===== src/rtl/tgmux_sel_ctrl.sv =====
// Break-before-make select controller for a double transmission-gate mux.
// Converts a requested path into complementary gate controls and keeps both
// gates off for a fixed dead time whenever the conducting path changes.
module tgmux_sel_ctrl #(
  parameter int unsigned DEAD_CYC = 2,
  parameter int unsigned CNT_W    = 4
) (
  input  logic clk,
  input  logic rst,
  input  logic en,
  input  logic sel_req,
  output logic ckn1,
  output logic ckp1,
  output logic ckn2,
  output logic ckp2,
  output logic sel_cur,
  output logic busy,
  output logic sw_done
);

  typedef enum logic [1:0] {StOff, StDead, StOn1, StOn2} state_e;

  // Loading DEAD_CYC-1 and turning on when the count reaches zero gives
  // exactly DEAD_CYC cycles with both gates off.
  localparam logic [CNT_W-1:0] CntLoad = CNT_W'(DEAD_CYC - 1);

  state_e           state_q, state_d;
  logic [CNT_W-1:0] cnt_q, cnt_d;
  logic             tgt_q, tgt_d;
  logic             ckn1_q, ckn1_d;
  logic             ckn2_q, ckn2_d;
  logic             ckp1_q, ckp2_q;
  logic             sel_cur_q, sel_cur_d;
  logic             busy_q, busy_d;
  logic             sw_done_q, sw_done_d;
  logic             on_path;

  // Next-state logic; en = 0 overrides every other condition.
  always_comb begin
    state_d   = state_q;
    cnt_d     = cnt_q;
    tgt_d     = tgt_q;
    sel_cur_d = sel_cur_q;
    sw_done_d = 1'b0;
    on_path   = (state_q == StOn2);
    unique case (state_q)
      StOff: begin
        if (en) begin
          state_d = StDead;
          tgt_d   = sel_req;
          cnt_d   = CntLoad;
        end
      end
      StDead: begin
        if (!en) begin
          state_d = StOff;
        end else begin
          // Latest request wins; the dead-time count is never restarted here.
          tgt_d = sel_req;
          if (cnt_q != '0) begin
            cnt_d = cnt_q - CNT_W'(1);
          end else begin
            state_d   = sel_req ? StOn2 : StOn1;
            sel_cur_d = sel_req;
            sw_done_d = 1'b1;
          end
        end
      end
      StOn1, StOn2: begin
        if (!en) begin
          state_d = StOff;
        end else if (sel_req != on_path) begin
          state_d = StDead;
          tgt_d   = sel_req;
          cnt_d   = CntLoad;
        end
      end
      default: state_d = StOff;
    endcase
  end

  // Gate controls decoded from the next state so the registered outputs are glitch-free.
  always_comb begin
    ckn1_d = (state_d == StOn1);
    ckn2_d = (state_d == StOn2);
    busy_d = (state_d == StDead);
  end

  // State and registered outputs; reset forces both gates off immediately.
  always_ff @(posedge clk or posedge rst) begin
    if (rst) begin
      state_q   <= StOff;
      cnt_q     <= '0;
      tgt_q     <= 1'b0;
      ckn1_q    <= 1'b0;
      ckn2_q    <= 1'b0;
      ckp1_q    <= 1'b1;
      ckp2_q    <= 1'b1;
      sel_cur_q <= 1'b0;
      busy_q    <= 1'b0;
      sw_done_q <= 1'b0;
    end else begin
      state_q   <= state_d;
      cnt_q     <= cnt_d;
      tgt_q     <= tgt_d;
      ckn1_q    <= ckn1_d;
      ckn2_q    <= ckn2_d;
      ckp1_q    <= ~ckn1_d;
      ckp2_q    <= ~ckn2_d;
      sel_cur_q <= sel_cur_d;
      busy_q    <= busy_d;
      sw_done_q <= sw_done_d;
    end
  end

  assign ckn1    = ckn1_q;
  assign ckp1    = ckp1_q;
  assign ckn2    = ckn2_q;
  assign ckp2    = ckp2_q;
  assign sel_cur = sel_cur_q;
  assign busy    = busy_q;
  assign sw_done = sw_done_q;

endmodule


===== config.mk =====
export PLATFORM = sky130hd
export DESIGN_NAME = tgmux_sel_ctrl
export DESIGN_NICKNAME = d
export VERILOG_FILES = /design/src/rtl/tgmux_sel_ctrl.sv
export SDC_FILE = /design/constraint.sdc
export NUM_CORES = 1
export LEC_CHECK = 0
export BUFFER_PORTS_ARGS = -buffer_cell sky130_fd_sc_hd__buf_2
export CAP_MARGIN = 15
export CORE_AREA = 2 2 39 41
export CTS_CLUSTER_DIAMETER = 100
export DETAILED_ROUTE_END_ITERATION = 10
export DIE_AREA = 0 0 41 43
export PLACE_DENSITY = 0.65
export SETUP_SLACK_MARGIN = 0.1
export SKIP_CTS_REPAIR_TIMING = 1
export SYNTH_ARGS = -nofsm -noshare
export SYNTH_HDL_FRONTEND = slang
export SYNTH_SLANG_ARGS = --single-unit
export TNS_END_PERCENT = 30

===== constraint.sdc =====
create_clock -name clk -period 1.75 [get_ports clk]
set_input_delay 0.2625 -clock clk [delete_from_list [all_inputs] [get_ports clk]]
set_output_delay 0.2625 -clock clk [all_outputs]
set_load 0.005 [all_outputs]

==> results.cfg <==
[floorplan]
io_pins = 11
die_x_um = 41
die_height_um = 43
core_sq_um = 1380
initial_core_util_pct = 42.0
num_rows = 14
dieArea_sq_um = 1760

[layout]
area_growth_pct = 21.9
drive_above_1_share_pct = 38.5
nets = 71
antenna_cells = 0
finalNonFillerCells = 81
final_util_pct = 51.3
nFillCells = 130

[grt]
grtUsageTotal_pct = 15.3
grt_pass1_vias = 410
antenna_found_initial = 0
grt_pass1_wl_mm = 1.75
grt_max_degree = 14
grt_overflow = 0

[synthesis]
synth_area_per_cell_sq_um = 11.9
ys_warn_count = 0
syn_area_sq_um = 582
yosys-top-cells-count = 11 x dfrtp_1, 9 x inv_1, 3 x nand2b_1, 3 x nand3_1
synth_cell_types = 23
synthArstFlopShare_pct = 100
seq_area_frac_synth_pct = 56.3
syn_inst = 49
synth_area_leaders = dfrtp_1 47%, dfstp_2 9.0%, inv_1 5.8%, mux2_1 3.9%, nand2b_1 3.2%
synth_top_area_share_pct = 47.3
synth_edf_count = 0
syn_nets = 54
synthFlopType = dfrtp_1
synth-seq-cells = 13
synth.most_common_cell = dfrtp_1
yosys.area.top_type = dfrtp_1

[detailed_routing]
post_drt_wl_per_cell_um = 13.3
wl_mm = 1.08
vias_per_cell = 5.21
route.vias.total = 422
firstDrtPassIters = 4
drc = 0
antenna_left = 0
drt-initial-drc-count = 10

[status]
violations = negative hold slack
outcome = complete, but fails checks

[timing]
min_period_ps = 1580
fmax_mhz = 634
hold_viol_final = 11
setup-violations-final = 0
grt_setup_unrepaired = false
timing.final.ws_setup_ps = 173
finClkSkew_ps = 5.93
holdWs_ps = -14.0
slew-limit-headroom_pct = 68.5
finalCritPeriodShare_pct = 90.1
drv_slew = 0
tightest_slew_ps = 473
tns_ps = 0

[cts]
cts_tree = yes
cts_root_buf = clkbuf_4
clkSinkCount = 13
cts_buffer_depth = 2
clk_latency_ps = 270
cts_buffers = 3
htree_levels = 1
clk_pin_slew_worst_paths_ps = 80

[critical_path]
crit_start = cnt_q[0]
path_depth = 5
arrival_ps = 1740
cp_max_fo = 4
crit_type = reg2reg
path_delay_family = simple AND/OR/NAND/NOR gates
cp-end-kind = flip-flop
ff2ff_path_depth = 5
slowest_stage = or3b_4
cp.required_ps = 1920
regToRegStartpoint = cnt_q[0]
path_cells = inv_2 -> ha_4 -> or3b_4 -> nor3_4 -> mux2_4
path_buf_inv = 1
crit_path_start_kind = flip-flop
slowest_delay_ps = 400

[place]
dpl_worst_slack_ps = 68.3
dp_cells = 76
routabilityCongestion = 0.753
hpwl_um = 756
numPortBuffers = 10

[pwr]
ir_worst_vdd_mv = 0.836
cellPowerDensity_nw_per_um2 = 1420
power.static_leakage_nw = 0.335
p_total_mw = 1.01

[min_path]
hold_class = in2async

[flow_run]
drv_cap = 0
-- final cells by class --
| class | instances | area [sq um] | share of cell area (%) |
|---|---|---|---|
| sequential | 13 | 328 | 46.2 |
| multi-input combinational | 27 | 236 | 33.3 |
| timing repair buffer | 12 | 65.1 | 9.17 |
| inverter | 9 | 33.8 | 4.76 |
| clock buffer | 4 | 26.3 | 3.70 |
| tap | 16 | 20.0 | 2.82 |
-- kinds of logic (layout without fill, tap and decap cells) --
| group | count (synthesis) | in the layout | synth area share, % |
|---|---|---|---|
| DFF | 13 | 13 | 56.3 |
| and+or+nand+nor | 13 | 13 | 16.1 |
| AOI/OAI and AO/OA | 10 | 10 | 14.2 |
| buffers and inverters | 9 | 25 | 5.81 |
| muxes | 2 | 2 | 3.87 |
| adders and majority gates | 1 | 1 | 2.15 |
| xor gates and xnor gates | 1 | 1 | 1.51 |
-- path summary, 6_finish.rpt --
kind                       endpoint  slack (ps)
hold / removal             cnt_q[0]         -10
max in group asynchronous      ckp2        1410
min in group clk               ckp1         190
hold reg to reg             sel_cur         520
setup reg to reg            sel_cur         170
setup / recovery            sel_cur         170
-- report_power, final --
group / total (mW) / internal (mW) / switching [mW]
Sequential: 0.428 / 0.375 / 0.0529
Clock: 0.183 / 0.0883 / 0.0947
Combinational: 0.400 / 0.211 / 0.189
Total: 1.01 / 0.675 / 0.336
-- cells in the final DEF, fill, tap and decap left out --
master / instances
buf_4: 2
dfstp_2: 2
xnor2_1: 1
nor2_1: 1
or3_1: 1
nand3_1: 3
buf_2: 10
mux2_1: 1
clkbuf_1: 1
nor3b_1: 1
or3b_4: 1
a221oi_1: 2
nor3_4: 1
clkbuf_4: 3
dfrtp_1: 11
a21oi_1: 1
o2111a_1: 1
mux2_4: 1
inv_2: 2
and3_1: 1
inv_1: 7
ha_4: 1
nand2b_1: 3
a22oi_1: 1
a221oi_2: 1
o21ai_1: 1
nor2b_2: 1
o32ai_1: 1
o22ai_1: 2
-- state kept, by name (all words and copies together) (netlist names) --
register  cells
sel_cur       1
ckn1          1
state_q       2
cnt_q         4
ckp1          1
sw_done       1
ckn2          1
ckp2          1
busy          1
-- stage by stage --
step / hold WS (ps) / cell area (sq um)
after floorplan: 138 / 582
after global placement: 302 / 659
after detailed placement: 303 / 659
after CTS: 5.56 / 686
after global routing: 42.3 / 709
final: -14.0 / 709
-- metal layers --
| metal | track usage (%) | wire (um) |
|---|---|---|
| met1 | 19.9 | 479 |
| met2 | 20.9 | 508 |
| met3 | 3.14 | 51 |
| met4 | 12.0 | 42 |
| met5 | 0 | 0 |
Note: power is estimated with default switching activity, not from simulation.
